File: config.mk
export PLATFORM = sky130hd
export DESIGN_NAME = hex_scroller_flat
export DESIGN_NICKNAME = d
export VERILOG_FILES = /design/src/rtl/hex_scroller_pkg.sv /design/src/rtl/hex_scroller_if.sv /design/src/rtl/scroll_char_fifo.sv /design/src/rtl/hex_scroller.sv /design/src/flat_wrapper.sv
export SDC_FILE = /design/constraint.sdc
export NUM_CORES = 1
export LEC_CHECK = 0
export CORE_MARGIN = 2
export CORE_UTILIZATION = 49
export DETAILED_ROUTE_END_ITERATION = 6
export PLACE_DENSITY = 0.7
export SLEW_MARGIN = 25
export SYNTH_ARGS = -nofsm -noshare
export SYNTH_HDL_FRONTEND = slang
export SYNTH_SLANG_ARGS = --single-unit
File: constraint.sdc
create_clock -name CLOCK_50 -period 3.38 [get_ports CLOCK_50]
set_input_delay 0.676 -clock CLOCK_50 [delete_from_list [all_inputs] [get_ports CLOCK_50]]
set_output_delay 0.676 -clock CLOCK_50 [all_outputs]
set_load 0.02 [all_outputs]
File: src/rtl/hex_scroller_pkg.sv
// Shared definitions for the hex scroller: character codes, segment patterns,
// FSM state encoding and the code-to-segment decoder.
// Optional feature macro: HEX_SCROLLER_DP_EN (per-character decimal point).
package hex_scroller_pkg;

    // Character codes; 0..15 are the hex digits themselves
    localparam logic [4:0] CH_H     = 5'd16;
    localparam logic [4:0] CH_E     = 5'd17;
    localparam logic [4:0] CH_L     = 5'd18;
    localparam logic [4:0] CH_P     = 5'd19;
    localparam logic [4:0] CH_U     = 5'd20;
    localparam logic [4:0] CH_DASH  = 5'd21;
    localparam logic [4:0] CH_BLANK = 5'd31;

    // Active-low {dp,g,f,e,d,c,b,a} patterns with dp off
    localparam logic [7:0] SEG_0     = 8'hC0;
    localparam logic [7:0] SEG_1     = 8'hF9;
    localparam logic [7:0] SEG_2     = 8'hA4;
    localparam logic [7:0] SEG_3     = 8'hB0;
    localparam logic [7:0] SEG_4     = 8'h99;
    localparam logic [7:0] SEG_5     = 8'h92;
    localparam logic [7:0] SEG_6     = 8'h82;
    localparam logic [7:0] SEG_7     = 8'hF8;
    localparam logic [7:0] SEG_8     = 8'h80;
    localparam logic [7:0] SEG_9     = 8'h90;
    localparam logic [7:0] SEG_A     = 8'h88;
    localparam logic [7:0] SEG_B     = 8'h83;
    localparam logic [7:0] SEG_C     = 8'hC6;
    localparam logic [7:0] SEG_D     = 8'hA1;
    localparam logic [7:0] SEG_E     = 8'h86;
    localparam logic [7:0] SEG_F     = 8'h8E;
    localparam logic [7:0] SEG_H     = 8'h89;
    localparam logic [7:0] SEG_L     = 8'hC7;
    localparam logic [7:0] SEG_P     = 8'h8C;
    localparam logic [7:0] SEG_U     = 8'hC1;
    localparam logic [7:0] SEG_DASH  = 8'hBF;
    localparam logic [7:0] SEG_BLANK = 8'hFF;

    // FSM state encoding
    localparam logic [1:0] ST_IDLE  = 2'd0;
    localparam logic [1:0] ST_RUN   = 2'd1;
    localparam logic [1:0] ST_FLUSH = 2'd2;

    // Number of digits on the display
    localparam int unsigned NUM_DIGITS = 6;

    // One buffered character as carried through the FIFO
    typedef struct packed {
`ifdef HEX_SCROLLER_DP_EN
        logic       dp;
`endif
        logic [4:0] code;
    } char_t;

    localparam int unsigned CHAR_W = $bits(char_t);

    // Code to active-low {g..a}; unlisted codes show blank
    function automatic logic [6:0] seg7_encode(input logic [4:0] code);
        logic [7:0] seg;
        case (code)
            5'd0:     seg = SEG_0;
            5'd1:     seg = SEG_1;
            5'd2:     seg = SEG_2;
            5'd3:     seg = SEG_3;
            5'd4:     seg = SEG_4;
            5'd5:     seg = SEG_5;
            5'd6:     seg = SEG_6;
            5'd7:     seg = SEG_7;
            5'd8:     seg = SEG_8;
            5'd9:     seg = SEG_9;
            5'd10:    seg = SEG_A;
            5'd11:    seg = SEG_B;
            5'd12:    seg = SEG_C;
            5'd13:    seg = SEG_D;
            5'd14:    seg = SEG_E;
            5'd15:    seg = SEG_F;
            CH_H:     seg = SEG_H;
            CH_E:     seg = SEG_E;
            CH_L:     seg = SEG_L;
            CH_P:     seg = SEG_P;
            CH_U:     seg = SEG_U;
            CH_DASH:  seg = SEG_DASH;
            default:  seg = SEG_BLANK;
        endcase
        return seg[6:0];
    endfunction

endpackage

File: src/rtl/hex_scroller_if.sv
// Character handshake between a letter-sequencing FSM and the hex scroller.
// Optional feature macro: HEX_SCROLLER_DP_EN adds char_dp.
interface hex_scroller_if;
    logic       char_valid;
    logic [4:0] char_code;
`ifdef HEX_SCROLLER_DP_EN
    logic       char_dp;
`endif
    logic       char_ready;

`ifdef HEX_SCROLLER_DP_EN
    modport master (output char_valid, output char_code, output char_dp, input char_ready);
    modport slave  (input char_valid, input char_code, input char_dp, output char_ready);
`else
    modport master (output char_valid, output char_code, input char_ready);
    modport slave  (input char_valid, input char_code, output char_ready);
`endif
endinterface

File: src/rtl/scroll_char_fifo.sv
// Small synchronous FIFO; head entry is presented combinationally on dout.
module scroll_char_fifo #(
    parameter int unsigned WIDTH = 5,
    parameter int unsigned DEPTH = 8
) (
    input  logic             clk,
    input  logic             rst_n,
    input  logic             push,
    input  logic             pop,
    input  logic [WIDTH-1:0] din,
    output logic [WIDTH-1:0] dout,
    output logic             full,
    output logic             empty
);
    localparam int unsigned AW = $clog2(DEPTH);

    logic [WIDTH-1:0] mem [DEPTH];
    logic [AW:0]      wr_ptr;
    logic [AW:0]      rd_ptr;
    logic             do_push;
    logic             do_pop;

    // Extra wrap bit distinguishes full from empty
    assign empty   = (wr_ptr == rd_ptr);
    assign full    = (wr_ptr[AW] != rd_ptr[AW]) && (wr_ptr[AW-1:0] == rd_ptr[AW-1:0]);
    assign do_push = push && !full;
    assign do_pop  = pop && !empty;
    assign dout    = mem[rd_ptr[AW-1:0]];

    // Pointer update
    always_ff @(posedge clk or negedge rst_n) begin
        if (!rst_n) begin
            wr_ptr <= '0;
            rd_ptr <= '0;
        end else begin
            if (do_push) wr_ptr <= wr_ptr + (AW+1)'(1);
            if (do_pop)  rd_ptr <= rd_ptr + (AW+1)'(1);
        end
    end

    // Storage write
    always_ff @(posedge clk) begin
        if (do_push) mem[wr_ptr[AW-1:0]] <= din;
    end
endmodule

File: src/rtl/hex_scroller.sv
// Buffers character codes and scrolls them right-to-left across HEX5..HEX0,
// one digit per slow tick.
// Optional feature macro: HEX_SCROLLER_DP_EN (per-character decimal point).
module hex_scroller
    import hex_scroller_pkg::*;
#(
    parameter int unsigned TICK_DIV   = 25000000,
    parameter int unsigned FIFO_DEPTH = 8
) (
    input  logic                 CLOCK_50,
    input  logic                 RESET_N,
    hex_scroller_if.slave        chr,
    input  logic                 hold,
    output logic                 busy,
    output logic [7:0]           HEX0,
    output logic [7:0]           HEX1,
    output logic [7:0]           HEX2,
    output logic [7:0]           HEX3,
    output logic [7:0]           HEX4,
    output logic [7:0]           HEX5
);
    localparam int unsigned CNT_W     = $clog2(TICK_DIV);
    localparam logic [CNT_W-1:0] TICK_LAST = CNT_W'(TICK_DIV - 1);
    localparam logic [2:0]  BLANK_ALL = 3'(NUM_DIGITS);

    logic [1:0]       state, state_nxt;
    logic [2:0]       blank_cnt, blank_nxt;
    logic [CNT_W-1:0] tick_cnt;
    logic [7:0]       digit [NUM_DIGITS];
    logic             tick_c;
    logic             push_c;
    logic             pop_c;
    logic             fifo_full;
    logic             fifo_empty;
    char_t            in_char;
    char_t            head;
    logic [CHAR_W-1:0] fifo_dout;

    // Incoming character payload
    always_comb begin
        in_char      = '0;
        in_char.code = chr.char_code;
`ifdef HEX_SCROLLER_DP_EN
        in_char.dp   = chr.char_dp;
`endif
    end

    assign head           = char_t'(fifo_dout);
    assign chr.char_ready = !fifo_full;
    assign push_c         = chr.char_valid && !fifo_full;
    assign tick_c         = (state != ST_IDLE) && !hold && (tick_cnt == TICK_LAST);
    assign pop_c          = tick_c && !fifo_empty;

    scroll_char_fifo #(
        .WIDTH (CHAR_W),
        .DEPTH (FIFO_DEPTH)
    ) u_fifo (
        .clk   (CLOCK_50),
        .rst_n (RESET_N),
        .push  (push_c),
        .pop   (pop_c),
        .din   (CHAR_W'(in_char)),
        .dout  (fifo_dout),
        .full  (fifo_full),
        .empty (fifo_empty)
    );

    // Display value of the popped head character
    function automatic logic [7:0] head_digit(input char_t c);
`ifdef HEX_SCROLLER_DP_EN
        return {~c.dp, seg7_encode(c.code)};
`else
        return {1'b1, seg7_encode(c.code)};
`endif
    endfunction

    // Next-state logic: run while characters arrive, flush six blanks, then idle
    always_comb begin
        state_nxt = state;
        blank_nxt = blank_cnt;
        case (state)
            ST_IDLE: begin
                blank_nxt = 3'd0;
                if (push_c) state_nxt = ST_RUN;
            end
            ST_RUN: begin
                if (tick_c) begin
                    if (!fifo_empty) begin
                        blank_nxt = 3'd0;
                    end else begin
                        state_nxt = ST_FLUSH;
                        blank_nxt = 3'd1;
                    end
                end
            end
            ST_FLUSH: begin
                if (tick_c) begin
                    if (!fifo_empty) begin
                        state_nxt = ST_RUN;
                        blank_nxt = 3'd0;
                    end else begin
                        blank_nxt = blank_cnt + 3'd1;
                        if (blank_nxt == BLANK_ALL) state_nxt = ST_IDLE;
                    end
                end
            end
            default: begin
                state_nxt = ST_IDLE;
                blank_nxt = 3'd0;
            end
        endcase
    end

    // State, blank counter and busy flag
    always_ff @(posedge CLOCK_50 or negedge RESET_N) begin
        if (!RESET_N) begin
            state     <= ST_IDLE;
            blank_cnt <= 3'd0;
            busy      <= 1'b0;
        end else begin
            state     <= state_nxt;
            blank_cnt <= blank_nxt;
            busy      <= (state_nxt != ST_IDLE);
        end
    end

    // Scroll tick divider, held at zero while idle
    always_ff @(posedge CLOCK_50 or negedge RESET_N) begin
        if (!RESET_N) begin
            tick_cnt <= '0;
        end else if (state == ST_IDLE) begin
            tick_cnt <= '0;
        end else if (!hold) begin
            tick_cnt <= tick_c ? '0 : tick_cnt + CNT_W'(1);
        end
    end

    // Digit shift register; HEX0 takes the popped char or blank
    always_ff @(posedge CLOCK_50 or negedge RESET_N) begin
        if (!RESET_N) begin
            for (int i = 0; i < NUM_DIGITS; i++) digit[i] <= SEG_BLANK;
        end else if (tick_c) begin
            for (int i = NUM_DIGITS - 1; i > 0; i--) digit[i] <= digit[i-1];
            digit[0] <= pop_c ? head_digit(head) : SEG_BLANK;
        end
    end

    assign HEX0 = digit[0];
    assign HEX1 = digit[1];
    assign HEX2 = digit[2];
    assign HEX3 = digit[3];
    assign HEX4 = digit[4];
    assign HEX5 = digit[5];
endmodule

File: src/flat_wrapper.sv
// flat-port wrapper written by rule: the top's interface ports become plain ports
module hex_scroller_flat import hex_scroller_pkg::*;
#(
    parameter int unsigned TICK_DIV   = 25000000,
    parameter int unsigned FIFO_DEPTH = 8
)
  (CLOCK_50, RESET_N, hold, busy, HEX0, HEX1, HEX2, HEX3, HEX4, HEX5, chr_char_valid, chr_char_code, chr_char_ready);
  hex_scroller_if chr_i ();
  input  logic CLOCK_50;
  input  logic RESET_N;
  input  logic hold;
  output logic busy;
  output logic [7:0] HEX0;
  output logic [7:0] HEX1;
  output logic [7:0] HEX2;
  output logic [7:0] HEX3;
  output logic [7:0] HEX4;
  output logic [7:0] HEX5;
  input wire logic [$bits(chr_i.char_valid)-1:0] chr_char_valid;
  input wire logic [$bits(chr_i.char_code)-1:0] chr_char_code;
  output wire logic [$bits(chr_i.char_ready)-1:0] chr_char_ready;
  assign chr_i.char_valid = chr_char_valid;
  assign chr_i.char_code = chr_char_code;
  assign chr_char_ready = chr_i.char_ready;
  hex_scroller #(.TICK_DIV(TICK_DIV), .FIFO_DEPTH(FIFO_DEPTH)) u_core (.CLOCK_50(CLOCK_50), .RESET_N(RESET_N), .chr(chr_i), .hold(hold), .busy(busy), .HEX0(HEX0), .HEX1(HEX1), .HEX2(HEX2), .HEX3(HEX3), .HEX4(HEX4), .HEX5(HEX5));
endmodule
==> flow_summary_export.csv, run 1 <==
group,metric,value,unit
floorplanning,die_y,114,um
route,routed_wl,12100,um
cts,post_cts_buffers,0,
logic_synthesis,yosysTopAreaCell,"edfxtp_1",
layout,multi_input_area,0.00241,sq mm
cts,cts_tree,"yes",
setup_path,crit_type,"reg -> out",
setup_path,critPathCapture,"chr_char_ready",
route,drtIter0Drc,410,
layout,final_common_cell,"nand2_1",
route,drc_errors,0,
global_route,grt_most_used_layer,"met2",
setup_path,timing.rr.end,"u_core.HEX0[1]",
logic_synthesis,synth_area,0.00589,sq mm
floorplanning,io_pins,59,
logic_synthesis,synth-edff-count,40,
layout,seqCellArea,0.00328,sq mm
global_route,gr-usage-met3,0.0542,
sta,skew,0.00836,ns
setup_path,start_kind,"register",
setup_path,cp.arrival,2.10,ns
floorplanning,rows,40,
layout,fin_nets,639,
floorplanning,die_area,0.0129,sq mm
sta,setup_slack,0.600,ns
layout,num-fill-cells,952,
setup_path,r2r_slack,0.61,ns
sta,drv_slew,0,
layout,mostFrequentLayoutCells,"148 x nand2_1, 51 x clkdlybuf4s50_1, 42 x dfstp_2",
cts,cts_made_buffers,17,
logic_synthesis,syn_area_per_cell,10.5,sq um
layout,final_util,0.599,
power,p_per_area,580,mW/mm^2
route,drt_pass1_iterations,4,
cts,cts_sinks,121,
global_route,grt_pass1_wl,21000,um
sta,whs,0.318,ns
setup_path,worst-endpoint-required,2.70,ns
sta,rsz0062_at_grt,"no",
floorplanning,start_util,0.497,
global_route,grt_overflow_total,0,
cts,post_cts_resized,0,
logic_synthesis,yosysUniqueCellTypes,61,
cts,cts_root_buffer,"clkbuf_16",
logic_synthesis,synth_top_flop_cell,"dfstp_2",
layout,area_growth,20.7,%
setup_path,cp_max_fo,10,
logic_synthesis,synthCells,562,
setup_path,worstSetupStartpoint,"u_core.u_fifo.rd_ptr[0]",
logic_synthesis,synth.top_cell.area_share,0.204,
cts,cts_hold_buf,0,
sta,final-setup-viol-count,0,
hold_path,hold_path_class,"in -> async",
power,ir_worst_vdd,338,uV
logic_synthesis,seq_area_frac_synth,0.557,
sta,tightest_slew,0.869,ns
logic_synthesis,synthArstFlopShare,0.669,
placed_design,port_buffers,52,
power,leakage,2.85,nW
cts,path_clk_slew,0.06,ns
logic_synthesis,yosys-top-cells-area,"edfxtp_1 20%, dfstp_2 19%, dfrtp_1 17%, nand2_1 9.4%, ha_1 3.2%",
floorplanning,core,0.0119,sq mm
sta,fin_crit_sh,0.823,
route,via_per_inst,5.52,
layout,instances_no_fill,775,
logic_synthesis,synth_seq_cells,121,
sta,slew_headroom,0.419,
global_route,grt_max_degree,82,
cts,htree_levels,4,
sta,totalNegativeSetupSlack,0,ns
placed_design,dp_slack,0.548,ns
layout,n_antenna_cell,0,
sta,fmax,0.360,GHz
sta,final-hold-violation-count,0,
cts,clock_latency,0.41,ns
global_route,track_usage,0.206,
global_route,gr-usage-met2,0.321,
placed_design,routabilityCongestion,0.873,
route,wl_per_cell,15.7,um
status,status,"completed",
placed_design,hpwl,8230,um
cts,clockBufferDepth,2,
global_route,antenna_found_initial,0,
flow_run,drv_cap,0,
global_route,grt_use_met1,0.287,
layout,post_route_cells_drive_above_1_share,0.169,
route,via_count,4279,
setup_path,crit_path_end_kind,"primary output",
setup_path,rr_startpoint,"u_core.u_fifo.rd_ptr[0]",
logic_synthesis,ys_warn_count,0,
route,ant_nets,0,
sta,layout_min_cycle_time,2.78,ns
setup_path,reg2regPathDepth,7,
global_route,grt_pass1_vias,4222,
placed_design,dpl.cell_count,743,
floorplanning,die_w,114,um
==> area by class of cell <==
class                   count  share of cell area
repair buffers             62              0.0857
multi-input cells         401               0.339
flip-flops and latches    121               0.461
clock buffers              17              0.0598
clock inverters            15              0.0220
inverters                  12             0.00633
well taps                 147              0.0259
==> power by group <==
part | internal (mW) | switching, mW | total [mW]
logic | 0.241 | 0.382 | 0.623
clock network | 1.04 | 0.720 | 1.76
registers | 1.64 | 0.0942 | 1.74
total | 2.93 | 1.20 | 4.12
==> metal layers <==
metal | vias up | routed length (um) | part of all wire
li1 | 2096 | - | -
met1 | 2066 | 5710 | 0.47
met2 | 102 | 5730 | 0.47
met3 | 15 | 522 | 0.043
met4 | 0 | 186 | 0.015
met5 | - | 0 | 0
==> registers in the layout (all words and copies together), names as in the netlist <==
register              count
u_core.HEX0               7
u_core.HEX1               7
u_core.HEX2               7
u_core.HEX3               7
u_core.HEX4               7
u_core.HEX5               7
u_core.blank_cnt          3
u_core.busy               1
u_core.state              2
u_core.tick_cnt          25
u_core.u_fifo.mem        40
u_core.u_fifo.rd_ptr      4
u_core.u_fifo.wr_ptr      4
==> metrics by stage <==
stage | total power [mW] | cell area, sq um
floorplan | 2.20 | 5910
global placement | 2.36 | 6530
detailed placement | 2.38 | 6530
CTS | 4.15 | 7110
global route | 4.32 | 7110
finish | 4.12 | 7110
==> how the worst min path moves through the flow <==
stage / from / end / cells past startpoint
finish: RESET_N / u_core.blank_cnt[0] / 1
global route: RESET_N / u_core.tick_cnt[22] / 1
CTS: u_core.HEX5[6] / u_core.HEX5[6] / 2
detailed placement: u_core.HEX5[6] / u_core.HEX5[6] / 2
global placement: u_core.HEX5[6] / u_core.HEX5[6] / 2
floorplan: RESET_N / u_core.blank_cnt[0] / 0
==> cells in the mapped netlist (all sizes together), types with 2 or more instances <==
| cell type | number |
|---|---|
| nand2 | 148 |
| dfstp | 42 |
| edfxtp | 40 |
| dfrtp | 39 |
| o21ai | 38 |
| buf | 21 |
| nor2 | 20 |
| nand3 | 19 |
| ha | 15 |
| a21oi | 14 |
| a31oi | 12 |
| clkbuf | 12 |
| inv | 12 |
| nand4 | 11 |
| nor3 | 11 |
| and3 | 9 |
| mux2i | 9 |
| mux4 | 8 |
| o31ai | 8 |
| xnor2 | 8 |
| nor2b | 5 |
| nor3b | 5 |
| nor4 | 4 |
| o22ai | 4 |
| a22oi | 3 |
| and2 | 3 |
| mux2 | 3 |
| nand2b | 3 |
| o41ai | 3 |
| or2 | 3 |
| xor2 | 3 |
| a21o | 2 |
| a22o | 2 |
| and4b | 2 |
| or4 | 2 |
| or4b | 2 |
==> critical path, cell delays in order (launching register included) <==
cell and delay [ns]:
dfrtp_1 0.72, xnor2_1 0.18, nand4_1 0.16, clkdlybuf4s50_1 0.63
==> logic make-up (layout without fill, tap and decap cells) <==
| family | count (synthesis) | after routing | share of synthesized area |
|---|---|---|---|
| buffers and inverters | 45 | 106 | 0.0376 |
| xor gates and xnor gates | 11 | 11 | 0.0163 |
| adders and majority gates | 15 | 15 | 0.0318 |
| muxes | 20 | 20 | 0.0516 |
| AOI/OAI and AO/OA | 97 | 97 | 0.104 |
| other | 1 | 6 | 0.000636 |
| and+or+nand+nor | 252 | 252 | 0.201 |
| DFF | 121 | 121 | 0.557 |
(Power assumes the default switching activity.)
==> inputs of run 2 (changes only) <==
==> constraint.sdc (replaced) <==
create_clock -name CLOCK_50 -period 2.91 [get_ports CLOCK_50]
set_input_delay 0.582 -clock CLOCK_50 [delete_from_list [all_inputs] [get_ports CLOCK_50]]
set_output_delay 0.582 -clock CLOCK_50 [all_outputs]
set_load 0.02 [all_outputs]
==> run 2 against run 1 <==
Effect of this change:
- worst setup slack worse by 0.44 ns
- critical path type unchanged
- first-iteration DRC count decreased by 2.9%
- critical endpoint unchanged
- die area stayed put
- core utilization up 0.70 points
- wire length is 0.32% higher
- sequential share of layout area decreased by 0.53 points
==> flow_summary_export.csv, run 2 (synthesized netlist as in run 1, its figures left out) <==
group,metric,value,unit
setup_path,start_kind,"register",
cts,post_cts_resized,0,
sta,fin_crit_sh,0.946,
layout,fin_nets,650,
route,via_count,4336,
layout,mostFrequentLayoutCells,"148 x nand2_1, 51 x clkdlybuf4s50_1, 42 x dfstp_2",
flow_run,drv_cap,0,
global_route,grt_overflow_total,0,
global_route,track_usage,0.204,
setup_path,critPathCapture,"chr_char_ready",
floorplanning,die_area,0.0129,sq mm
route,drt_pass1_iterations,5,
power,p_per_area,675,mW/mm^2
cts,path_clk_slew,0.06,ns
sta,drv_slew,0,
sta,slew_headroom,0.387,
cts,cts_root_buffer,"clkbuf_16",
setup_path,cp_max_fo,10,
setup_path,r2r_slack,0.37,ns
cts,clockBufferDepth,2,
sta,totalNegativeSetupSlack,0,ns
power,leakage,2.89,nW
sta,fmax,0.363,GHz
setup_path,timing.rr.end,"u_core.HEX0[1]",
power,ir_worst_vdd,373,uV
floorplanning,start_util,0.497,
setup_path,reg2regPathDepth,6,
global_route,grt_pass1_wl,20300,um
setup_path,worstSetupStartpoint,"u_core.u_fifo.rd_ptr[0]",
setup_path,crit_path_end_kind,"primary output",
layout,final_util,0.606,
layout,num-fill-cells,942,
sta,layout_min_cycle_time,2.75,ns
floorplanning,rows,40,
sta,tightest_slew,0.919,ns
sta,final-hold-violation-count,0,
route,wl_per_cell,15.5,um
route,routed_wl,12200,um
hold_path,hold_path_class,"in -> async",
layout,largest_register_ffs,40,
status,status,"completed",
sta,final-setup-viol-count,0,
floorplanning,core,0.0119,sq mm
setup_path,cp.arrival,2.17,ns
global_route,antenna_found_initial,0,
cts,post_cts_buffers,0,
route,drtIter0Drc,398,
setup_path,worst-endpoint-required,2.33,ns
sta,skew,0.00560,ns
layout,n_antenna_cell,0,
placed_design,routabilityCongestion,0.837,
global_route,grt_max_degree,76,
layout,postLayoutCellArea,0.00719,sq mm
cts,htree_levels,4,
layout,final_common_cell,"nand2_1",
route,via_per_inst,5.52,
sta,rsz0062_at_grt,"no",
cts,cts_sinks,121,
route,drc_errors,0,
floorplanning,io_pins,59,
cts,clock_latency,0.42,ns
placed_design,port_buffers,52,
floorplanning,die_y,114,um
layout,post_route_cells_drive_above_1_share,0.177,
floorplanning,die_w,114,um
placed_design,place_area,0.00661,sq mm
cts,cts_made_buffers,17,
cts,cts_hold_buf,0,
layout,area_growth,22.1,%
power,power,4.86,mW
route,ant_nets,0,
setup_path,crit_type,"reg -> out",
global_route,grt_pass1_vias,4042,
placed_design,hpwl,8210,um
cts,cts_tree,"yes",
setup_path,rr_startpoint,"u_core.u_fifo.rd_ptr[1]",
-- run 2: cell count changes in the layout (fill, tap and decap cells not counted) --
cell        change
buf_6           -1
buf_4          +12
bufinv_16       +2
clkbuf_1        +2
clkinv_4        -2
clkinv_1        +1
inv_8           -3
clkinvlp_2      -1
inv_6           -5
clkinvlp_4      +3
clkinv_2        +2
-- run 2: area by class of cell --
cell class / count / area, sq um / share of cell area
timing repair buffer: 73 / 688 / 0.0957
clock buffer: 19 / 433 / 0.0602
inverter: 12 / 45.0 / 0.00626
clock inverter: 12 / 153 / 0.0212
multi-input combinational: 401 / 2410 / 0.335
sequential: 121 / 3280 / 0.456
tap: 147 / 184 / 0.0256
-- run 2: routing by layer --
layer	wire length, um	track usage	up-vias
li1	-	-	2116
met1	5560	0.272	2080
met2	5790	0.321	123
met3	613	0.0526	17
met4	216	0.0870	0
met5	0	0	-
-- run 2: power breakdown --
group	internal, mW	total, mW	switching [mW]	leakage, nW
clock	1.33	2.07	0.738	0.276
combinational	0.311	0.771	0.459	1.29
sequential	1.91	2.01	0.104	1.33
-- run 2: worst min-delay path by stage --
stage / end / start / slack, ns
4_1_cts: u_core.u_fifo.rd_ptr[1] / RESET_N / 0.33
3_5_place_dp: u_core.HEX5[1] / u_core.HEX5[1] / 0.44
2_1_floorplan: u_core.blank_cnt[0] / RESET_N / 0.29
6_report: u_core.u_fifo.rd_ptr[2] / RESET_N / 0.32
3_3_place_gp: u_core.HEX5[1] / u_core.HEX5[1] / 0.44
5_1_grt: u_core.blank_cnt[0] / RESET_N / 0.39
-- run 2: stage by stage --
step                hold slack (ns)  setup slack (ns)  std cells
floorplan                     0.286             0.523        567
global placement              0.441             0.385        754
detailed placement            0.443             0.315        754
CTS                           0.333             0.125        785
global route                  0.387            0.0223        785
finish                        0.323             0.156        785
-- run 2: worst max-delay path, stage by stage, from the launching register on --
cell and delay [ns]:
dfrtp_1 0.51, buf_4 0.27, xnor2_1 0.18, nand4_1 0.20, clkdlybuf4s50_1 0.59
==> inputs of run 3 (changes only) <==
--- a/config.mk
+++ b/config.mk
@@ -6,9 +6,9 @@
 export NUM_CORES = 1
 export LEC_CHECK = 0
 export CORE_MARGIN = 2
-export CORE_UTILIZATION = 49
+export CORE_UTILIZATION = 50
 export DETAILED_ROUTE_END_ITERATION = 6
-export PLACE_DENSITY = 0.7
+export PLACE_DENSITY = 0.71
 export SLEW_MARGIN = 25
 export SYNTH_ARGS = -nofsm -noshare
 export SYNTH_HDL_FRONTEND = slang
==> run 3 against run 2 <==
Effect of this change:
- the flow now finishes with violations (DRC)
- sequential share of layout area decreased by 0.38 points
- core utilization increased by 2.6 points
- count of clock-buffer cells in the layout decreased by 2
- first-iteration DRC count decreased by 6.5%
- worst setup slack improved by 0.031 ns
- critical endpoint unchanged
- combinational power increased by 1%
- hold slack got worse by 0.11 ns
- non-clock buffer count increased by 2
- clock skew increased by 0.0024 ns
- design area increased by 0.83%
- critical path type unchanged
- largest cell class unchanged
- clock power increased by 9%
==> flow_summary_export.csv, run 3 (synthesized netlist as in run 1, its figures left out) <==
group,metric,value,unit
layout,postLayoutCellArea,0.00725,sq mm
sta,drv_slew,0,
global_route,antenna_found_initial,0,
floorplanning,rows,39,
cts,htree_levels,4,
route,drtIter0Drc,372,
setup_path,path_cells,"xnor2_1 -> nand4_1 -> clkdlybuf4s50_1",
sta,final-setup-viol-count,0,
cts,post_cts_resized,0,
global_route,track_usage,0.212,
setup_path,start_kind,"register",
sta,layout_min_cycle_time,2.72,ns
cts,post_cts_buffers,0,
power,comb_power_share,0.154,
global_route,grt_max_degree,82,
layout,fin_nets,652,
placed_design,routabilityCongestion,0.875,
setup_path,timing.rr.end,"u_core.HEX0[5]",
layout,mostFrequentLayoutCells,"148 x nand2_1, 51 x clkdlybuf4s50_1, 42 x dfstp_2",
hold_path,hold_path_class,"in -> async",
route,wl_per_cell,16.2,um
sta,setup_slack,0.187,ns
cts,cts_sinks,121,
route,ant_nets,0,
sta,slew_headroom,0.515,
setup_path,worstSetupStartpoint,"u_core.u_fifo.rd_ptr[2]",
setup_path,crit_type,"reg -> out",
layout,final_util,0.633,
sta,final-hold-violation-count,0,
setup_path,cp_max_fo,14,
placed_design,hpwl,8510,um
layout,n_antenna_cell,0,
power,clock_power_share,0.446,
power,swShare,0.285,
placed_design,dpl.cell_count,752,
power,ir_worst_vdd,537,uV
sta,rsz0062_at_grt,"no",
power,p_per_area,696,mW/mm^2
setup_path,worst-endpoint-required,2.33,ns
layout,instances_no_fill,784,
placed_design,place_area,0.00662,sq mm
status,status,"complete, but fails checks",
layout,largest_register_ffs,40,
setup_path,crit_path_end_kind,"primary output",
global_route,grt_pass1_wl,21200,um
layout,final_common_cell,"nand2_1",
sta,tightest_slew,0.727,ns
setup_path,crit_path_top_delay_cell,"dfrtp_1",
floorplanning,die_y,113,um
setup_path,critPathCapture,"chr_char_ready",
route,routed_wl,12700,um
sta,skew,0.00796,ns
route,drt_pass1_iterations,7,
cts,cts_made_buffers,17,
status,violations,"DRC",
cts,cts_tree,"yes",
global_route,grt_pass1_vias,4233,
setup_path,reg2regPathDepth,8,
placed_design,port_buffers,52,
global_route,grt_overflow_total,0,
sta,fin_crit_sh,0.936,
power,leakage,2.94,nW
flow_run,drv_cap,0,
route,via_per_inst,5.65,
power,p_int,3.61,mW
cts,clockBufferDepth,2,
cts,cts_root_buffer,"clkbuf_16",
layout,area_growth,23.1,%
cts,clock_latency,0.42,ns
floorplanning,io_pins,59,
floorplanning,die_w,113,um
placed_design,dp_slack,0.210,ns
sta,totalNegativeSetupSlack,0,ns
floorplanning,die_area,0.0127,sq mm
sta,fmax,0.367,GHz
power,seq_power_share,0.399,
power,p_switching,1.44,mW
floorplanning,start_util,0.514,
setup_path,cp.arrival,2.14,ns
route,via_count,4432,
layout,post_route_cells_drive_above_1_share,0.186,
route,drc_errors,5,
floorplanning,core,0.0115,sq mm
setup_path,critPathMaxStageDelay,0.72,ns
cts,cts_hold_buf,0,
setup_path,rr_startpoint,"u_core.u_fifo.rd_ptr[2]",
setup_path,r2r_slack,0.27,ns
cts,path_clk_slew,0.06,ns
## run 3: cell count changes in the layout (fill, tap and decap cells not counted), sizes merged
cell / delta
clkbuf: -2
buf: +2
inv: +9
clkinvlp: -2
clkinv: -4
## run 3: cell type report
type                    count  area, sq um
flip-flops and latches    121         3280
well taps                 143          179
clock inverters            15          206
inverters                  12         45.0
multi-input cells         401         2410
repair buffers             75          707
fillers                   895         4210
clock buffers              17          425
## run 3: layer usage
metal | up-vias | share of wire | wire length, um | global-route usage
met4 | 0 | 0.010 | 130 | 0.0634
li1 | 2128 | - | - | -
met3 | 8 | 0.050 | 631 | 0.0578
met1 | 2168 | 0.46 | 5810 | 0.287
met5 | - | 0 | 0 | 0
met2 | 128 | 0.48 | 6100 | 0.338
## run 3: power groups by stage
stage / Combinational [mW] / Sequential [mW] / Clock, mW
after global placement: 0.744 / 2.03 / 0
after floorplan: 0.558 / 2.00 / 0
after detailed placement: 0.771 / 2.04 / 0
after CTS: 0.781 / 2.02 / 2.27
final: 0.779 / 2.02 / 2.26
after global routing: 0.870 / 2.03 / 2.37
## run 3: how the worst min path moves through the flow
stage	startpoint	end	slack [ns]	depth (start not counted)
after floorplan	RESET_N	u_core.blank_cnt[0]	0.29	0
after global placement	u_core.HEX5[5]	u_core.HEX5[5]	0.44	2
after detailed placement	u_core.HEX5[1]	u_core.HEX5[1]	0.44	2
after CTS	RESET_N	u_core.u_fifo.rd_ptr[0]	0.36	1
after global routing	RESET_N	u_core.u_fifo.rd_ptr[0]	0.25	1
final	RESET_N	u_core.u_fifo.rd_ptr[1]	0.21	1
## run 3: through the flow
step / hold WS (ns) / power [mW]
after floorplan: 0.286 / 2.55
after global placement: 0.442 / 2.78
after detailed placement: 0.444 / 2.81
after CTS: 0.365 / 5.07
after global routing: 0.255 / 5.27
final: 0.214 / 5.05
## run 3: worst max-delay path, delay by kind of cell, from the launching register on
kind,cells,cell delay [ns]
xor+xnor,1,0.23
buf+inv,1,0.59
flops,1,0.72
simple gates,1,0.18
